===== config.mk =====
export PLATFORM = sky130hd
export DESIGN_NAME = mem_port_arbiter
export DESIGN_NICKNAME = d
export VERILOG_FILES = /design/src/rtl/mem_arb_pkg.sv /design/src/rtl/arb_starve_counter.sv /design/src/rtl/mux2_32.sv /design/src/rtl/mem_port_arbiter.sv
export SDC_FILE = /design/constraint.sdc
export NUM_CORES = 1
export LEC_CHECK = 0
export ABC_CLOCK_PERIOD_IN_PS = 2800
export CAP_MARGIN = 20
export CORE_UTILIZATION = 41
export CTS_BUF_LIST = sky130_fd_sc_hd__clkbuf_4
export DETAILED_ROUTE_END_ITERATION = 10
export PLACE_DENSITY = 0.8
export SYNTH_ARGS = -nofsm -noshare
export SYNTH_HDL_FRONTEND = slang
export SYNTH_HIERARCHICAL = 1
export SYNTH_SLANG_ARGS = --single-unit

===== constraint.sdc =====
create_clock -name clk -period 2.8 [get_ports clk]
set_input_delay 0.42 -clock clk [delete_from_list [all_inputs] [get_ports clk]]
set_output_delay 0.42 -clock clk [all_outputs]
set_load 0.005 [all_outputs]

===== src/rtl/mem_arb_pkg.sv =====
// Shared types and constants for the two-requester memory port arbiter.
// Holds state encodings, mux select polarity and the arbitration rule.
package mem_arb_pkg;

    typedef enum logic [1:0] {
        ST_IDLE   = 2'd0,
        ST_BUSY_A = 2'd1,
        ST_BUSY_B = 2'd2
    } state_e;

    localparam logic SEL_A = 1'b1;
    localparam logic SEL_B = 1'b0;

    localparam int STARVE_LIMIT_DEF = 4;
    localparam int CNT_W_DEF        = 3;

    // B has priority on a collision unless A has been passed over too often.
    function automatic logic pick_a(input logic a_req, input logic b_req, input logic at_limit);
        return a_req && (!b_req || at_limit);
    endfunction

endpackage


===== src/rtl/arb_starve_counter.sv =====
// Counts B grants that pass over a pending A request; saturates at STARVE_LIMIT.
module arb_starve_counter #(
    parameter int STARVE_LIMIT = 4,
    parameter int CNT_W        = 3
) (
    input  logic clk,
    input  logic rst_n,
    input  logic inc,
    input  logic clr,
    output logic at_limit
);

    logic [CNT_W-1:0] cnt_q;
    logic [CNT_W-1:0] cnt_d;

    assign at_limit = (cnt_q == CNT_W'(STARVE_LIMIT));

    always_comb begin
        cnt_d = cnt_q;
        if (clr) begin
            cnt_d = '0;
        end else if (inc && !at_limit) begin
            cnt_d = cnt_q + CNT_W'(1);
        end
    end

    always_ff @(posedge clk or negedge rst_n) begin
        if (!rst_n) begin
            cnt_q <= '0;
        end else begin
            cnt_q <= cnt_d;
        end
    end

endmodule


===== src/rtl/mux2_32.sv =====
// 2:1 32-bit mux primitive; s=1 passes d1, s=0 passes d0.
module mux2_32 (
    input  logic        s,
    input  logic [31:0] d1,
    input  logic [31:0] d0,
    output logic [31:0] y
);

    assign y = s ? d1 : d0;

endmodule


===== src/rtl/mem_port_arbiter.sv =====
// Shares one 32-bit memory port between instruction fetch (A) and data (B).
// Grants in IDLE, holds the latched request until mem_ack, then pulses the winner's ack.
module mem_port_arbiter
    import mem_arb_pkg::*;
#(
    parameter int STARVE_LIMIT = STARVE_LIMIT_DEF,
    parameter int CNT_W        = CNT_W_DEF
) (
    input  logic        clk,
    input  logic        rst_n,
    input  logic        a_req,
    input  logic [31:0] a_addr,
    input  logic [31:0] a_wdata,
    input  logic        a_we,
    output logic        a_ack,
    input  logic        b_req,
    input  logic [31:0] b_addr,
    input  logic [31:0] b_wdata,
    input  logic        b_we,
    output logic        b_ack,
    output logic [31:0] rdata,
    output logic        sel,
    output logic        mem_req,
    output logic [31:0] mem_addr,
    output logic [31:0] mem_wdata,
    output logic        mem_we,
    input  logic        mem_ack,
    input  logic [31:0] mem_rdata,
    output logic        busy
);

    state_e      state_q,     state_d;
    logic        a_ack_q,     a_ack_d;
    logic        b_ack_q,     b_ack_d;
    logic [31:0] rdata_q,     rdata_d;
    logic        sel_q,       sel_d;
    logic        mem_req_q,   mem_req_d;
    logic [31:0] mem_addr_q,  mem_addr_d;
    logic [31:0] mem_wdata_q, mem_wdata_d;
    logic        mem_we_q,    mem_we_d;
    logic        busy_q,      busy_d;

    logic        at_limit;
    logic        arb_ok;
    logic        grant;
    logic        win_a;
    logic        win_sel;
    logic        starve_inc;
    logic        starve_clr;
    logic [31:0] win_addr;
    logic [31:0] win_wdata;

    // The ack cycle is already IDLE but must not arbitrate: the acked requester
    // may still be holding its req for that one cycle.
    assign arb_ok     = (state_q == ST_IDLE) && !a_ack_q && !b_ack_q;
    assign win_a      = pick_a(a_req, b_req, at_limit);
    assign win_sel    = win_a ? SEL_A : SEL_B;
    assign grant      = arb_ok && (a_req || b_req);
    assign starve_inc = grant && !win_a && a_req;
    assign starve_clr = arb_ok && (!a_req || win_a);

    arb_starve_counter #(
        .STARVE_LIMIT (STARVE_LIMIT),
        .CNT_W        (CNT_W)
    ) u_starve (
        .clk      (clk),
        .rst_n    (rst_n),
        .inc      (starve_inc),
        .clr      (starve_clr),
        .at_limit (at_limit)
    );

    mux2_32 u_addr_mux (
        .s  (win_sel),
        .d1 (a_addr),
        .d0 (b_addr),
        .y  (win_addr)
    );

    mux2_32 u_wdata_mux (
        .s  (win_sel),
        .d1 (a_wdata),
        .d0 (b_wdata),
        .y  (win_wdata)
    );

    always_comb begin
        state_d     = state_q;
        a_ack_d     = 1'b0;
        b_ack_d     = 1'b0;
        rdata_d     = rdata_q;
        sel_d       = sel_q;
        mem_req_d   = mem_req_q;
        mem_addr_d  = mem_addr_q;
        mem_wdata_d = mem_wdata_q;
        mem_we_d    = mem_we_q;
        busy_d      = busy_q;

        case (state_q)
            ST_IDLE: begin
                if (grant) begin
                    state_d     = win_a ? ST_BUSY_A : ST_BUSY_B;
                    sel_d       = win_sel;
                    mem_addr_d  = win_addr;
                    mem_wdata_d = win_wdata;
                    mem_we_d    = win_a ? a_we : b_we;
                    mem_req_d   = 1'b1;
                    busy_d      = 1'b1;
                end
            end
            ST_BUSY_A, ST_BUSY_B: begin
                if (mem_ack) begin
                    rdata_d   = mem_rdata;
                    a_ack_d   = (state_q == ST_BUSY_A);
                    b_ack_d   = (state_q == ST_BUSY_B);
                    mem_req_d = 1'b0;
                    busy_d    = 1'b0;
                    state_d   = ST_IDLE;
                end
            end
            default: begin
                state_d   = ST_IDLE;
                mem_req_d = 1'b0;
                busy_d    = 1'b0;
            end
        endcase
    end

    always_ff @(posedge clk or negedge rst_n) begin
        if (!rst_n) begin
            state_q     <= ST_IDLE;
            a_ack_q     <= 1'b0;
            b_ack_q     <= 1'b0;
            rdata_q     <= '0;
            sel_q       <= SEL_B;
            mem_req_q   <= 1'b0;
            mem_addr_q  <= '0;
            mem_wdata_q <= '0;
            mem_we_q    <= 1'b0;
            busy_q      <= 1'b0;
        end else begin
            state_q     <= state_d;
            a_ack_q     <= a_ack_d;
            b_ack_q     <= b_ack_d;
            rdata_q     <= rdata_d;
            sel_q       <= sel_d;
            mem_req_q   <= mem_req_d;
            mem_addr_q  <= mem_addr_d;
            mem_wdata_q <= mem_wdata_d;
            mem_we_q    <= mem_we_d;
            busy_q      <= busy_d;
        end
    end

    assign a_ack     = a_ack_q;
    assign b_ack     = b_ack_q;
    assign rdata     = rdata_q;
    assign sel       = sel_q;
    assign mem_req   = mem_req_q;
    assign mem_addr  = mem_addr_q;
    assign mem_wdata = mem_wdata_q;
    assign mem_we    = mem_we_q;
    assign busy      = busy_q;

endmodule


==> results.py <==
metrics = {
    "power": {
        "power_density_mw_per_mm2": 895,
        "power_mw": 7.32,
        "leakage_nw": 3.46,
        "peakVddDrop_mv": 0.903,
    },
    "final_layout": {
        "fin_area_sq_mm": 0.00818,
        "drive_gt1_share_pct": 26.7,
        "diodes": 0,
        "areaGrowthSynthToFinish_pct": 56.3,
        "nets": 770,
    },
    "global_routing": {
        "grt_pass1_vias": 4149,
        "grt_max_degree": 68,
        "antenna_found_initial": 0,
        "overflow": 0,
        "grt_pass1_wl_um": 21000,
        "track_usage_pct": 21.1,
    },
    "drt": {
        "vias": 3692,
        "wl_met2_um": 7250,
        "via_per_inst": 4.79,
        "drt-total-wl_um": 13600,
        "met3_length_um": 1460,
        "drc": 0,
        "firstDrtPassIters": 4,
        "avgRoutedWirePerCell_um": 17.7,
        "ant_nets": 0,
        "top_layer_used": "met4",
        "drtIter0Drc": 153,
        "wl_met1_um": 4780,
    },
    "yosys": {
        "syn_area_sq_mm": 0.00523,
        "yosys-top-cells-area": "dfrtp_1 51%, mux2_4 18%, mux2_2 16%",
        "synth_compound_area_share_pct": 1.39,
        "yosys.area_share.adder_pct": 1.20,
        "yosysMostFrequentCell": "dfrtp_1",
        "synth_top_area_share_pct": 50.7,
        "ys.warnings.count": 6,
        "synth-seq-cells": 106,
        "synth.area.mux_share_pct": 39.4,
        "syn_nets": 503,
        "synth_edf_count": 0,
        "yosysTopAreaCell": "dfrtp_1",
        "synthXorXnorAreaFrac_pct": 0,
        "ys_seq_area_share_pct": 50.7,
        "synth_top_family_by_area": "multiplexers",
        "synthCells": 331,
        "async_flop_share_pct": 100,
        "synth_cell_types": 32,
        "synth_common_cells": "106 x dfrtp_1, 73 x mux2_2, 61 x mux2_4, 27 x mux2_1, 8 x inv_1",
        "synth_ff_type": "dfrtp_1",
        "synthSimpleGateAreaFrac_pct": 2.27,
        "syn_avg_cell_area_sq_um": 15.8,
    },
    "die": {
        "io_pins": 269,
        "start_util_pct": 42.8,
        "dieArea_sq_mm": 0.0132,
        "rows": 40,
        "die_x_um": 115,
        "core_region_area_sq_mm": 0.0122,
        "die_h_um": 115,
    },
    "setup_path": {
        "cp_max_fo": 6,
        "r2r-end": "u_starve/cnt_q[0]$_DFFE_PN0P_",
        "critPathKind": "flop to flop",
        "r2r-start": "state_q[1]$_DFFE_PN0P_",
        "r2r_cells": 6,
        "r2r_setup_slack_ps": 320,
        "crit_path_start_kind": "flop",
        "startpoint": "state_q[1]$_DFFE_PN0P_",
        "end_kind": "flop",
        "cp.required_ps": 3190,
        "crit_arrival_ps": 2870,
    },
    "cts": {
        "cts_resized": 0,
        "insertion_delay_ps": 490,
        "cts_inserted_buffers": 9,
        "h-tree-depth": 3,
        "cts_tree": "built",
        "clk_pin_slew_worst_paths_ps": 160,
        "cts_sinks": 106,
        "clock_path_buffers": 2,
        "cts-root-buf": "clkbuf_4",
    },
    "placement": {
        "placed_cell_area_sq_mm": 0.00801,
        "gp_congestion": 0.705,
        "portBuffers": 268,
        "dpl.hpwl_um": 10200,
    },
    "sta": {
        "fin_crit_sh_pct": 88.5,
        "hold_violations": 0,
        "setup_viol": 0,
        "worst_slew_pin_slew_ps": 643,
        "rsz0062_at_grt": "false",
        "fin_setup_tns_ps": 0,
        "drv_slew": 0,
        "fmax_mhz": 404,
        "relSlewSlack_pct": 57.1,
        "hold_slack_ps": 486,
        "period_needed_ps": 2480,
        "final.setup_skew_ps": 15.1,
    },
    "status": {
        "outcome": "finished, final reports clean",
    },
    "run": {
        "cap_violations": 0,
    },
    "worst_hold_path": {
        "hp-class": "input port to asynchronous set/reset pin",
    },
}
[cell usage in the layout (no fill, tap or decap), drive strengths merged, types with 3 or more instances in the layout]
master,instances
clkinv,4
mux2,161
dfrtp,106
nor3,3
nand2b,3
nor2,4
clkbuf,9
clkdlybuf4s50,267
inv,9
ha,5
buf,8
[power by group]
part	leakage, nW	total (mW)	switching (mW)	internal, mW
clock network	0.0901	0.881	0.518	0.363
logic	2.11	3.74	1.23	2.51
registers	1.25	2.69	0.394	2.30
total	3.46	7.32	2.14	5.17
[timing repair]
action	CTS	global route
hold endpoints to repair	47	0
hold buffers	1	0
setup buffers	0	0
[registers in the layout (all words and copies together) (netlist names)]
| signal | cells |
|---|---|
| a_ack | 1 |
| b_ack | 1 |
| busy | 1 |
| mem_addr | 32 |
| mem_wdata | 32 |
| mem_we | 1 |
| rdata | 32 |
| sel | 1 |
| state_q | 2 |
| u_starve/cnt_q | 3 |
[cell families (layout without fill, tap and decap cells)]
| group | count (synthesis) | in the layout |
|---|---|---|
| adders and majority gates | 5 | 5 |
| and+or+nand+nor | 19 | 19 |
| muxes | 163 | 163 |
| DFF | 106 | 106 |
| AOI/OAI and AO/OA | 10 | 10 |
| buffers and inverters | 28 | 300 |
[stage by stage]
stage / utilization [%] / std cells / setup WS, ps
6_report: 67.0 / 771 / 322
3_3_place_gp: 65.6 / 754 / 382
5_1_grt: 67.0 / 771 / 196
4_1_cts: 67.0 / 771 / 320
3_5_place_dp: 65.6 / 754 / 321
2_1_floorplan: - / 331 / 493
[how the worst max path moves through the flow]
stage / end / slack, ps
after detailed placement: mem_addr[10]$_DFFE_PN0P_ / 320
after floorplan: mem_addr[10]$_DFFE_PN0P_ / 490
final: u_starve/cnt_q[0]$_DFFE_PN0P_ / 320
after CTS: u_starve/cnt_q[0]$_DFFE_PN0P_ / 320
after global routing: u_starve/cnt_q[0]$_DFFE_PN0P_ / 200
after global placement: mem_addr[10]$_DFFE_PN0P_ / 380
[layer usage]
metal,global-route usage [%],vias to the layer above
li1,-,1710
met1,21.0,1812
met2,39.9,161
met3,9.01,9
met4,5.71,0
met5,0,-
[critical path: stages (launching register included)]
cell and delay, ps:
dfrtp_1 450, inv_1 90, ha_1 210, or3b_1 490, nor4b_1 510, a21boi_2 310
mux2_4 320
[layout make-up]
class                           count  area, sq um
Sequential cell                   106         2650
Clock buffer                        9         67.6
Multi-Input combinational cell    197         2320
Timing Repair Buffer              276         2810
Inverter                            8         32.5
Tap cell                          168          210
Fill cell                         951         4040
Clock inverter                      7         92.6
Power figures use the tool's default switching activity.
